==> src/rtl/uart_pkg.sv <==
// ----------------------------------------------------------------------------
// uart_pkg
//   Shared types and helpers for the UART blocks (receiver, transmitter,
//   flow-control logic).
//   - parity_e : line parity selection (none / even / odd)
//   - state_e  : receiver frame state machine encoding
//   - ticks_per_baud() : oversampling ratio from clock and line rate
// ----------------------------------------------------------------------------
package uart_pkg;

    typedef enum logic [1:0] {
        ParityNone = 2'd0,
        ParityEven = 2'd1,
        ParityOdd  = 2'd2
    } parity_e;

    typedef enum logic [2:0] {
        StIdle   = 3'd0,
        StStart  = 3'd1,
        StData   = 3'd2,
        StParity = 3'd3,
        StStop   = 3'd4,
        StBreak  = 3'd5
    } state_e;

    // Smallest oversampling ratio that still leaves a usable mid-bit point
    // and a distinct half-bit point for start-bit validation.
    localparam int unsigned MinTicksPerBaud = 4;

    localparam int unsigned MinDataBits = 5;
    localparam int unsigned MaxDataBits = 9;
    localparam int unsigned MinStopBits = 1;
    localparam int unsigned MaxStopBits = 2;

    function automatic int unsigned ticks_per_baud(input int unsigned clk_hz,
                                                   input int unsigned baud);
        return clk_hz / baud;
    endfunction

endpackage

==> src/rtl/sync_ff.sv <==
// ----------------------------------------------------------------------------
// sync_ff
//   Multi-flop synchroniser for a single asynchronous input bit.
//   Flops reset to ResetVal so an idle-high line does not look like a
//   falling edge when reset is released.
// Ports
//   clk_i   in  1  destination clock
//   rst_ni  in  1  asynchronous active-low reset
//   d_i     in  1  asynchronous input
//   q_o     out 1  synchronised output (Stages clocks of latency)
// ----------------------------------------------------------------------------
module sync_ff #(
    parameter int unsigned Stages   = 2,
    parameter logic        ResetVal = 1'b1
) (
    input  logic clk_i,
    input  logic rst_ni,
    input  logic d_i,
    output logic q_o
);

    logic [Stages-1:0] r_q;

    always_ff @(posedge clk_i or negedge rst_ni) begin
        if (!rst_ni) begin
            r_q <= {Stages{ResetVal}};
        end else begin
            r_q <= {r_q[Stages-2:0], d_i};
        end
    end

    assign q_o = r_q[Stages-1];

endmodule

==> src/rtl/uart_rx_cfg.sv <==
// ----------------------------------------------------------------------------
// uart_rx_cfg
//   Oversampling UART receiver with configurable data width, parity and stop
//   bits. Synchronises the line, rejects short start-bit glitches, checks
//   parity and stop bits, and presents each frame through a one-entry
//   valid/ready buffer. A frame that completes while the buffer is still
//   full is dropped and reported with a one-cycle overrun pulse.
// Ports
//   clk_i            in   1         system clock
//   rst_ni           in   1         asynchronous active-low reset
//   uart_rx_i        in   1         async serial line, idle high
//   rx_data_o        out  DataBits  received word, stable while rx_valid_o
//   rx_valid_o       out  1         word available, held until rx_ready_i
//   rx_ready_i       in   1         consumer accepts on rx_valid_o && rx_ready_i
//   rx_frame_err_o   out  1         a stop bit of this word was sampled low
//   rx_parity_err_o  out  1         parity mismatch on this word
//   rx_overrun_o     out  1         one-cycle pulse: finished frame dropped
//   rx_busy_o        out  1         receiver is inside a frame (not idle)
// ----------------------------------------------------------------------------
module uart_rx_cfg
    import uart_pkg::*;
#(
    parameter int unsigned ClkHz      = 48_000_000,
    parameter int unsigned BaudRate   = 115_200,
    parameter int unsigned DataBits   = 8,
    parameter parity_e     ParityMode = ParityNone,
    parameter int unsigned StopBits   = 1,
    parameter int unsigned SyncStages = 2
) (
    input  logic                clk_i,
    input  logic                rst_ni,
    input  logic                uart_rx_i,
    output logic [DataBits-1:0] rx_data_o,
    output logic                rx_valid_o,
    input  logic                rx_ready_i,
    output logic                rx_frame_err_o,
    output logic                rx_parity_err_o,
    output logic                rx_overrun_o,
    output logic                rx_busy_o
);

    localparam int unsigned TicksPerBaud = ticks_per_baud(ClkHz, BaudRate);
    localparam int unsigned CntW         = $clog2(TicksPerBaud);
    localparam int unsigned Half         = TicksPerBaud / 2;
    localparam int unsigned IdxW         = $clog2(DataBits + 1);

    localparam logic [CntW-1:0] CntLast  = CntW'(TicksPerBaud - 1);
    localparam logic [CntW-1:0] CntHalf  = CntW'(Half - 1);
    localparam logic [IdxW-1:0] IdxLast  = IdxW'(DataBits - 1);
    localparam logic            StopLast = 1'(StopBits - 1);

    // ------------------------------------------------------------------
    // Elaboration-time parameter checks
    // ------------------------------------------------------------------
    if (TicksPerBaud < MinTicksPerBaud) begin : g_chk_tpb
        $fatal(1, "uart_rx_cfg: ClkHz/BaudRate must be at least 4");
    end
    if (DataBits < MinDataBits || DataBits > MaxDataBits) begin : g_chk_data
        $fatal(1, "uart_rx_cfg: DataBits must be in 5..9");
    end
    if (StopBits < MinStopBits || StopBits > MaxStopBits) begin : g_chk_stop
        $fatal(1, "uart_rx_cfg: StopBits must be in 1..2");
    end
    if (SyncStages < 2) begin : g_chk_sync
        $fatal(1, "uart_rx_cfg: SyncStages must be at least 2");
    end

    // ------------------------------------------------------------------
    // Input synchroniser
    // ------------------------------------------------------------------
    logic w_rx_s;

    sync_ff #(
        .Stages   (SyncStages),
        .ResetVal (1'b1)
    ) u_sync (
        .clk_i  (clk_i),
        .rst_ni (rst_ni),
        .d_i    (uart_rx_i),
        .q_o    (w_rx_s)
    );

    // ------------------------------------------------------------------
    // Frame state and datapath registers
    // ------------------------------------------------------------------
    state_e              r_state;
    state_e              w_state_nxt;
    logic [CntW-1:0]     r_cnt;
    logic [IdxW-1:0]     r_bit_idx;
    logic                r_stop_idx;
    logic [DataBits-1:0] r_shift;
    logic                r_frame_err;
    logic                r_par_err;

    // Output buffer
    logic [DataBits-1:0] r_data;
    logic                r_valid;
    logic                r_buf_ferr;
    logic                r_buf_perr;
    logic                r_overrun;

    // Strobes from the next-state logic
    logic w_tick_half;
    logic w_tick_full;
    logic w_frame_start;
    logic w_cnt_clr;
    logic w_shift_en;
    logic w_par_en;
    logic w_stop_en;
    logic w_done;
    logic w_ferr_final;
    logic w_par_calc;

    assign w_tick_half = (r_cnt == CntHalf);
    assign w_tick_full = (r_cnt == CntLast);

    // Last stop sample is folded in combinationally so the buffered error
    // reflects it in the same cycle the frame completes.
    assign w_ferr_final = r_frame_err | ~w_rx_s;

    // Parity bit joins the data XOR; odd parity expects an overall 1.
    assign w_par_calc = ((^r_shift) ^ w_rx_s) != (ParityMode == ParityOdd);

    // ------------------------------------------------------------------
    // FSM: state register
    // ------------------------------------------------------------------
    always_ff @(posedge clk_i or negedge rst_ni) begin
        if (!rst_ni) begin
            r_state <= StIdle;
        end else begin
            r_state <= w_state_nxt;
        end
    end

    // ------------------------------------------------------------------
    // FSM: next state and control strobes
    // ------------------------------------------------------------------
    always_comb begin
        w_state_nxt   = r_state;
        w_frame_start = 1'b0;
        w_cnt_clr     = 1'b0;
        w_shift_en    = 1'b0;
        w_par_en      = 1'b0;
        w_stop_en     = 1'b0;
        w_done        = 1'b0;

        case (r_state)
            StIdle: begin
                if (!w_rx_s) begin
                    w_state_nxt   = StStart;
                    w_frame_start = 1'b1;
                    w_cnt_clr     = 1'b1;
                end
            end

            // Half a bit after the falling edge the line must still be low,
            // otherwise it was a glitch and nothing is reported.
            StStart: begin
                if (w_tick_half) begin
                    w_cnt_clr   = 1'b1;
                    w_state_nxt = w_rx_s ? StIdle : StData;
                end
            end

            StData: begin
                if (w_tick_full) begin
                    w_shift_en = 1'b1;
                    if (r_bit_idx == IdxLast) begin
                        w_state_nxt = (ParityMode != ParityNone) ? StParity : StStop;
                    end
                end
            end

            StParity: begin
                if (w_tick_full) begin
                    w_par_en    = 1'b1;
                    w_state_nxt = StStop;
                end
            end

            // A low final stop sample means the line may be in break; wait
            // for it to return high so a held-low line reports only once.
            StStop: begin
                if (w_tick_full) begin
                    w_stop_en = 1'b1;
                    if (r_stop_idx == StopLast) begin
                        w_done      = 1'b1;
                        w_state_nxt = w_rx_s ? StIdle : StBreak;
                    end
                end
            end

            StBreak: begin
                if (w_rx_s) begin
                    w_state_nxt = StIdle;
                end
            end

            default: begin
                w_state_nxt = StIdle;
            end
        endcase
    end

    // ------------------------------------------------------------------
    // Baud counter, bit counters, shift register and error accumulation
    // ------------------------------------------------------------------
    always_ff @(posedge clk_i or negedge rst_ni) begin
        if (!rst_ni) begin
            r_cnt       <= '0;
            r_bit_idx   <= '0;
            r_stop_idx  <= 1'b0;
            r_shift     <= '0;
            r_frame_err <= 1'b0;
            r_par_err   <= 1'b0;
        end else begin
            if (w_cnt_clr || w_tick_full) begin
                r_cnt <= '0;
            end else begin
                r_cnt <= r_cnt + CntW'(1);
            end

            if (w_frame_start) begin
                r_bit_idx   <= '0;
                r_stop_idx  <= 1'b0;
                r_frame_err <= 1'b0;
                r_par_err   <= 1'b0;
            end

            // LSB arrives first; shifting in at the MSB leaves the word
            // aligned after the last data bit.
            if (w_shift_en) begin
                r_shift   <= {w_rx_s, r_shift[DataBits-1:1]};
                r_bit_idx <= r_bit_idx + IdxW'(1);
            end

            if (w_par_en) begin
                r_par_err <= w_par_calc;
            end

            if (w_stop_en) begin
                r_stop_idx <= ~r_stop_idx;
                if (!w_rx_s) begin
                    r_frame_err <= 1'b1;
                end
            end
        end
    end

    // ------------------------------------------------------------------
    // One-entry output buffer with overrun detection
    // ------------------------------------------------------------------
    always_ff @(posedge clk_i or negedge rst_ni) begin
        if (!rst_ni) begin
            r_data     <= '0;
            r_valid    <= 1'b0;
            r_buf_ferr <= 1'b0;
            r_buf_perr <= 1'b0;
            r_overrun  <= 1'b0;
        end else begin
            r_overrun <= 1'b0;
            if (w_done) begin
                // An accept in this same cycle frees the slot for the new word.
                if (!r_valid || rx_ready_i) begin
                    r_data     <= r_shift;
                    r_buf_ferr <= w_ferr_final;
                    r_buf_perr <= r_par_err;
                    r_valid    <= 1'b1;
                end else begin
                    r_overrun <= 1'b1;
                end
            end else if (r_valid && rx_ready_i) begin
                r_valid <= 1'b0;
            end
        end
    end

    assign rx_data_o       = r_data;
    assign rx_valid_o      = r_valid;
    assign rx_frame_err_o  = r_buf_ferr;
    assign rx_parity_err_o = r_buf_perr;
    assign rx_overrun_o    = r_overrun;
    assign rx_busy_o       = (r_state != StIdle);

endmodule
==> config.mk <==
export PLATFORM = sky130hd
export DESIGN_NAME = uart_rx_cfg
export DESIGN_NICKNAME = d
export VERILOG_FILES = /design/src/rtl/uart_pkg.sv /design/src/rtl/sync_ff.sv /design/src/rtl/uart_rx_cfg.sv
export SDC_FILE = /design/constraint.sdc
export NUM_CORES = 1
export LEC_CHECK = 0
export ABC_AREA = 1
export BUFFER_PORTS_ARGS = -buffer_cell sky130_fd_sc_hd__buf_2
export CORE_MARGIN = 4
export CORE_UTILIZATION = 35
export CTS_BUF_LIST = sky130_fd_sc_hd__clkbuf_8
export CTS_CLUSTER_DIAMETER = 150
export DETAILED_ROUTE_END_ITERATION = 8
export HOLD_SLACK_MARGIN = 0.03
export PLACE_DENSITY = 0.62
export SLEW_MARGIN = 10
export SYNTH_ARGS = -nofsm -noshare
export SYNTH_HDL_FRONTEND = slang
export SYNTH_HIERARCHICAL = 1
export SYNTH_SLANG_ARGS = --single-unit
==> constraint.sdc <==
create_clock -name clk_i -period 2.9 [get_ports clk_i]
set_input_delay 0.58 -clock clk_i [delete_from_list [all_inputs] [get_ports clk_i]]
set_output_delay 0.58 -clock clk_i [all_outputs]
set_load 0.005 [all_outputs]
==> qor.csv, run 1 <==
metric,value,unit
grt_usage,0.108,
worstRegToRegCells,8,
diodes,0,
setup_viol,0,
h-tree-depth,2,
period_minus_slack,1790,ps
slowest_stage,dfrtp_1,
dr.pass1.iters,4,
antenna_left,0,
p_clk_frac,0.379,
cts_setup_buffers,0,
syn_area,0.00203,sq mm
clockBufferDepth,2,
first_global_vias,1429,
cts_hold_buf,0,
crit_fanout,20,
wl,3.48,mm
drive_gt1_frac,0.139,
arrival,1970,ps
synth.distinct_cells,26,
clk_latency,290,ps
critPathMaxStageDelay,390,ps
grt_pass1_wl,6.27,mm
synth-compound-area-share,0.0879,
synth-simple-area-share,0.295,
synth_area_leaders,"dfrtp_1 (48%), nand2_1 (16%), inv_1 (5.7%)",
antenna_found_initial,0,
tns,0,ps
synth_top_area_cell,dfrtp_1,
dieWidth,84.2,um
num_vias,1553,
holdPathStages,0,
rows,27,
viasPerCell,4.49,
yosys-mux-area-fraction,0,
die_y,84.2,um
coreArea,0.00557,sq mm
crit_type,flop to flop,
p_leak,1.17,nW
ys_async_sr_fraction,1.00,
reg2reg_from,r_cnt[0],
p_per_area,422,mW/mm^2
fp.dieArea,0.00710,sq mm
ir_worst_vdd,0.161,mV
cts_tree,built,
rsz0062_at_grt,false,
syn_to_final_growth,10.9,%
required,3080,ps
cts_resized,0,
worst_pin_slew,875,ps
relSlewSlack,0.417,
fin_skew,3.14,ps
worstSetupStartpoint,r_cnt[0],
place_hpwl,2.57,mm
cts_buffers,5,
startpoint_type,flop,
synth_commonest_cells,"nand2_1 (88), dfrtp_1 (39), inv_1 (31)",
grt_max_degree,42,
num_io_pins,17,
gr-total-overflow,0,
numPortBuffers,16,
synthAdderAreaFrac,0.0123,
synth_top_area_frac,0.480,
fmax,560,MHz
p_seq_frac,0.605,
start_util,0.365,
drv_slew,0,
status,"finished, final reports clean",
drt_first_iter_violations,58,
yosysSeqAreaShare,0.506,
post-route-util,0.405,
switching_share,0.200,
synth-seq-cells,41,
crit_path_frequent_cell,nor2_4,
synth_top_family_by_area,simple AND/OR/NAND/NOR gates,
worstHoldStart,u_sync/r_q[0],
power_switching,0.191,mW
synth.avg_cell_area,8.01,sq um
min_path_type,flop to flop,
yosysWarnings,6,
max_cap_viol_count,0,
syn_nets,260,
path_clk_slew,70,ps
cts-root-buf,clkbuf_8,
synthFlopType,dfrtp_1,
synthXorXnorAreaFrac,0.0215,
intPower,0.762,mW
path_cells,"ha_1, nand3_4, nor2_4, nand2_4, nor2_4, nand3_2, o21ai_2, inv_2",
final-hold-violation-count,0,
cts.sinks,41,
drt-wirelength-per-cell,10.0,um
place_congestion,0.793,
fin_nets,280,
syn_inst,254,
period_share,0.616,
post-synth-top-count-cell,nand2_1,
worst_setup_path_end_kind,flop,
synth_edf_count,0,
route.detailed.drc,0,
power_frac_comb,0.016,
## worst paths after layout
check                                 end  slack (ps)
setup / recovery           rx_frame_err_o        1110
hold / removal              u_sync/r_q[1]         360
setup reg to reg           rx_frame_err_o        1110
hold reg to reg             u_sync/r_q[1]         360
max in group asynchronous    rx_data_o[7]        1950
min in group asynchronous        r_cnt[0]         410
## layout by cell type (no fill, tap or decap)
cell type,synthesis,routed
nand2_1,88,88
dfrtp_1,39,39
inv_1,31,32
nor2_1,24,24
o21ai_1,17,17
buf_2,0,16
o21ai_0,11,11
nand3_1,10,10
clkbuf_8,0,6
nand4_1,3,3
xor2_1,3,3
nor3_1,2,2
nor2_4,2,2
nand3_2,2,2
xnor2_1,2,2
inv_2,2,2
nand2_2,2,2
o21ai_2,2,2
ha_1,2,2
dfstp_2,2,2
nand3_4,1,1
nor3_2,1,1
nand2_4,1,1
nor3b_1,1,1
a31o_2,1,1
a21oi_1,1,1
o211ai_1,1,1
## power by group through the flow
| stage | Sequential [mW] | Clock [mW] | Combinational, mW |
|---|---|---|---|
| global route | 0.575 | 0.405 | 0.0188 |
| floorplan | 0.586 | 0 | 0.00263 |
| detailed placement | 0.586 | 0 | 0.0165 |
| finish | 0.576 | 0.361 | 0.0152 |
| CTS | 0.575 | 0.379 | 0.0165 |
| global placement | 0.587 | 0 | 0.0167 |
## layer usage
layer  up-vias  wire length, um  global-route usage
met1       685             1820               0.150
met5         -                0                   0
met4         0               40              0.0482
met3         4              107              0.0304
li1        838                -                   -
met2        26             1510               0.156
## sequential cells by signal (all words and copies together) (netlist names), 2 cells and up
signal / flops
u_sync/r_q: 2
r_cnt: 9
r_bit_idx: 4
r_state: 3
rx_data_o: 8
r_shift: 8
## through the flow
| step | worst slack (ps) | hold WS (ps) | total power, mW | cells | cell area [sq um] |
|---|---|---|---|---|---|
| after global routing | 919 | 361 | 0.999 | 346 | 2260 |
| after CTS | 1080 | 358 | 0.971 | 346 | 2260 |
| after detailed placement | 1100 | 348 | 0.603 | 339 | 2170 |
| after global placement | 1150 | 347 | 0.603 | 339 | 2170 |
| after floorplan | 1410 | 284 | 0.589 | 254 | 2030 |
| final | 1110 | 357 | 0.952 | 346 | 2260 |
## final cells by class
cell class	count	area, sq um
well taps	72	90.1
fillers	572	3320
inverters	33	124
multi-input cells	177	848
clock inverters	1	3.75
flip-flops and latches	41	1030
clock buffers	6	82.6
repair buffers	16	80.1
## worst max-delay path, delay by kind of cell, from the launching register on
family	cells	cell delay, ps
and+or+nand+nor	5	770
DFF	1	390
AOI/OAI and AO/OA	1	250
adders and majority gates	1	240
buffers and inverters	1	40
## cell families (layout without fill, tap and decap cells)
| group | count (synthesis) | count (layout) |
|---|---|---|
| XOR/XNOR | 5 | 5 |
| AND/OR/NAND/NOR | 137 | 137 |
| adder cells (fa/ha/maj) | 2 | 2 |
| AO/OA/AOI/OAI | 33 | 33 |
| buffers and inverters | 36 | 56 |
| flip-flops | 41 | 41 |
Power figures use the tool's default switching activity.
==> inputs of run 2 (changes only) <==
Settings changed: PLACE_DENSITY 0.62 to 0.64.
Clock period 2.9 ns to 1.53 ns, I/O delays scaled along.
==> run 2 against run 1 <==
  * Wire length is 12% higher
  * Cell count is 5.2% higher
  * Worst setup slack worse by 1100 ps
  * Clock-buffer cell count stayed put
  * Sequential share of layout area is 3.9 points lower
  * Highest routed layer unchanged
==> qor.csv, run 2 (synthesis results as in run 1) <==
metric,value,unit
place_area,0.00231,sq mm
crit_type,flop to flop,
num_vias,1655,
max_cap_viol_count,0,
dr.pass1.iters,4,
clk_latency,280,ps
p_leak,1.27,nW
cts_tree,built,
gr-total-overflow,0,
setup_viol,0,
fin_skew,3.77,ps
wl,3.89,mm
post-place-ws,-8.99,ps
fin_nets,298,
worst_pin_slew,437,ps
place_congestion,0.854,
final-hold-violation-count,0,
die_y,84.2,um
fmax,655,MHz
clockBufferDepth,2,
num_io_pins,17,
h-tree-depth,2,
power_frac_comb,0.022,
crit_fanout,19,
rsz0062_at_grt,true,
worstSetupStartpoint,r_cnt[1],
period_share,0.998,
most-common-layout-cells,"nand2_1 (87), dfrtp_1 (39), inv_1 (32)",
drv_slew,0,
path_clk_slew,70,ps
numPortBuffers,16,
cts.sinks,41,
start_util,0.365,
final_area,0.00247,sq mm
diodes,0,
grt_usage,0.118,
min_path_type,primary input to flop,
status,"finished, final reports clean",
first_global_vias,1545,
rows,27,
grt_max_degree,25,
finalNonFillerCells,364,
antenna_found_initial,0,
switching_share,0.199,
drt-wirelength-per-cell,10.7,um
period_minus_slack,1530,ps
whs,120,ps
drt_first_iter_violations,67,
p_per_area,734,mW/mm^2
fp.dieArea,0.00710,sq mm
syn_to_final_growth,21.4,%
cts-root-buf,clkbuf_8,
worst_setup_path_end_kind,flop,
drive_gt1_frac,0.209,
coreArea,0.00557,sq mm
layout_commonest_cell,nand2_1,
route.detailed.drc,0,
cts_buffers,5,
arrival,1700,ps
antenna_left,0,
power_switching,0.360,mW
p_clk_frac,0.376,
dieWidth,84.2,um
startpoint_type,flop,
viasPerCell,4.55,
grt_pass1_wl,6.80,mm
top_register,r_cnt,
p_seq_frac,0.602,
worst_slack,3.69,ps
largest_reg_flops,9,
ir_worst_vdd,0.378,mV
place_hpwl,2.88,mm
reg2reg_from,r_cnt[1],
tns,0,ps
intPower,1.45,mW
relSlewSlack,0.708,
required,1700,ps
worstHoldStart,uart_rx_i,
numPlacedInstances,352,
==> run 2: cell types whose count changed in the layout (fill, tap and decap cells not counted), sizes merged <==
cell / before / now
buf: 16 / 33
dlygate4sd3: 0 / 1
==> run 2: layer usage <==
metal / global-route usage / wire length, um / share of wire
met5: 0 / 0 / 0
met4: 0.0439 / 39 / 0.010
met3: 0.0343 / 142 / 0.036
met2: 0.186 / 1860 / 0.48
met1: 0.154 / 1850 / 0.48
==> run 2: stage by stage <==
step / power, mW / util
floorplan: 1.12 / -
global placement: 1.15 / 0.414
detailed placement: 1.15 / 0.414
CTS: 1.85 / 0.433
global route: 1.90 / 0.443
finish: 1.81 / 0.443
==> run 2: what timing repair did <==
action | CTS | global route
gates resized for setup | 1 | 8
setup endpoints to repair | 9 | 22
endpoints found under the hold margin | 15 | 0
pin swaps | 1 | 2
hold buffers | 1 | 0
buffers inserted | 1 | 3
==> run 2: power by group through the flow <==
stage | clock [mW] | combinational (mW) | sequential [mW]
6_report | 0.681 | 0.0401 | 1.09
5_1_grt | 0.757 | 0.0477 | 1.09
4_1_cts | 0.718 | 0.0430 | 1.09
3_5_place_dp | 0 | 0.0408 | 1.11
3_3_place_gp | 0 | 0.0404 | 1.11
2_1_floorplan | 0 | 0.00499 | 1.11
==> run 2: area by class of cell <==
class	instances	area (sq um)
fill	561	3100
sequential	41	1030
multi-input combinational	177	886
timing repair buffer	34	255
inverter	33	124
tap	72	90.1
clock buffer	6	82.6
clock inverter	1	3.75
==> run 2: path summary, 6_finish.rpt <==
kind                                   end  slack (ps)  cells past startpoint
min in group asynchronous       r_state[1]         490                      2
max in group asynchronous  rx_parity_err_o         570                      3
setup reg to reg              rx_data_o[3]           4                      9
hold / removal               u_sync/r_q[0]         120                      1
setup / recovery              rx_data_o[3]           4                      9
hold reg to reg              u_sync/r_q[1]         360                      0
==> run 2: critical path, stage by stage, from the launching register on <==
cell,delay [ps]
dfrtp_1,400
ha_4,160
nand3_4,80
nor2_4,140
nand2_4,80
nor2_4,170
nand3_4,100
buf_12,160
nand2_1,50
o21ai_1,60
==> inputs of run 3 (changes only) <==
Settings changed: CORE_MARGIN 4 to not set, SETUP_SLACK_MARGIN set to 0.5.
==> run 3 against run 2 <==
  * The flow now finishes with violations (hold timing)
  * Register-to-register slack about the same
  * Die area decreased by 14%
  * Worst setup slack improved by 5.6 ps
  * Total power increased by 19%
  * Highest routed layer unchanged
==> qor.csv, run 3 (synthesis results as in run 1) <==
metric,value,unit
status,"complete, but fails checks",
violations,hold timing,
layout_commonest_cell,nand2_1,
tns,0,ps
antenna_left,0,
p_seq_frac,0.506,
place_area,0.00231,sq mm
p_clk_frac,0.476,
min_path_type,primary input to asynchronous set/reset pin,
crit_fanout,9,
num_io_pins,17,
reg2reg_slack,9,ps
syn_to_final_growth,36.1,%
p_leak,1.38,nW
period_share,0.994,
grt_max_degree,26,
rows,27,
switching_share,0.189,
path_clk_slew,80,ps
crit_type,flop to flop,
most-common-layout-cells,"nand2_1 (69), dfrtp_1 (39), inv_1 (28)",
cts.sinks,41,
antenna_found_initial,0,
diodes,0,
gr-total-overflow,0,
fp.dieArea,0.00612,sq mm
drt_first_iter_violations,87,
cts-root-buf,clkbuf_8,
worst_setup_path_end_kind,flop,
worst_slack,9.26,ps
top_register,r_cnt,
arrival,1700,ps
clk_latency,290,ps
grt_usage,0.138,
num_vias,1721,
fin_nets,310,
dr.pass1.iters,4,
whs,-74.1,ps
final-hold-violation-count,16,
drv_slew,0,
clockBufferDepth,2,
route.detailed.drc,0,
power_frac_comb,0.018,
die_y,78.2,um
post-route-util,0.500,
start_util,0.367,
first_global_vias,1528,
cts_tree,built,
dieWidth,78.2,um
fin_skew,8.72,ps
drive_gt1_frac,0.354,
setup_viol,0,
fmax,658,MHz
place_hpwl,2.80,mm
wl,4.27,mm
post-place-ws,30.6,ps
startpoint_type,flop,
place_congestion,0.829,
intPower,1.75,mW
h-tree-depth,2,
numPortBuffers,16,
rsz0062_at_grt,true,
cts_buffers,5,
final_area,0.00277,sq mm
p_per_area,778,mW/mm^2
required,1710,ps
drt-wirelength-per-cell,11.3,um
grt_pass1_wl,6.69,mm
largest_reg_flops,9,
relSlewSlack,0.717,
worst_pin_slew,421,ps
coreArea,0.00554,sq mm
viasPerCell,4.56,
period_minus_slack,1520,ps
power_switching,0.406,mW
max_cap_viol_count,0,
ir_worst_vdd,0.358,mV
run 3: changes by cell type in the layout (fill, tap and decap cells not counted), moves of 4 or more:
cell	before	now
nand2_2	3	15
buf_4	14	25
o21ai_2	2	9
nand2_4	1	6
o21ai_0	10	3
nand2_1	87	69
inv_1	32	28
run 3: path summary, 6_finish.rpt:
check,end,startpoint,cells past startpoint
worst max register to register,r_cnt[6],r_cnt[1],8
worst min-delay path,rx_data_o[1],rst_ni,1
max in group asynchronous,u_sync/r_q[1],rst_ni,2
worst min register to register,u_sync/r_q[1],u_sync/r_q[0],0
min in group clk_i,u_sync/r_q[0],uart_rx_i,1
worst max-delay path,r_cnt[6],r_cnt[1],8
run 3: area by class of cell:
| type | instances | area [sq um] |
|---|---|---|
| clock inverters | 3 | 65.1 |
| flip-flops and latches | 41 | 1030 |
| inverters | 33 | 129 |
| fillers | 539 | 2770 |
| repair buffers | 46 | 364 |
| multi-input cells | 177 | 1020 |
| well taps | 72 | 90.1 |
| clock buffers | 5 | 68.8 |
run 3: power by group through the flow:
stage	Clock, mW	Sequential (mW)	Combinational (mW)
floorplan	0	1.11	0.00499
global placement	0	1.11	0.0402
detailed placement	0	1.11	0.0407
CTS	1.05	1.09	0.0411
global route	1.09	1.09	0.0451
finish	1.02	1.09	0.0387
run 3: worst max-delay path, stage by stage, from the launching register on:
cell,delay [ps]
dfrtp_1,400
ha_4,160
nand3_4,80
buf_4,140
buf_6,110
inv_2,50
nand4_1,160
nand3_4,220
nor2_1,70
run 3: layer usage:
metal / track usage / wire length [um] / up-vias
li1: - / - / 892
met1: 0.176 / 1970 / 802
met2: 0.227 / 2130 / 23
met3: 0.0326 / 116 / 4
met4: 0.0519 / 42 / 0
met5: 0 / 0 / -
run 3: per-stage QoR:
step,cells,hold WS [ps],total power [mW]
floorplan,254,10.4,1.12
global route,377,-53.5,2.23
detailed placement,348,256,1.15
global placement,348,257,1.15
finish,377,-74.1,2.15
CTS,368,-63.1,2.18
run 3: repair_timing:
item | CTS | global route
gates resized for setup | 6 | 46
pin swaps | 1 | 7
buffers inserted | 12 | 8
gates cloned | 0 | 1
setup endpoints to repair | 52 | 52
hold endpoints to repair | 16 | 16
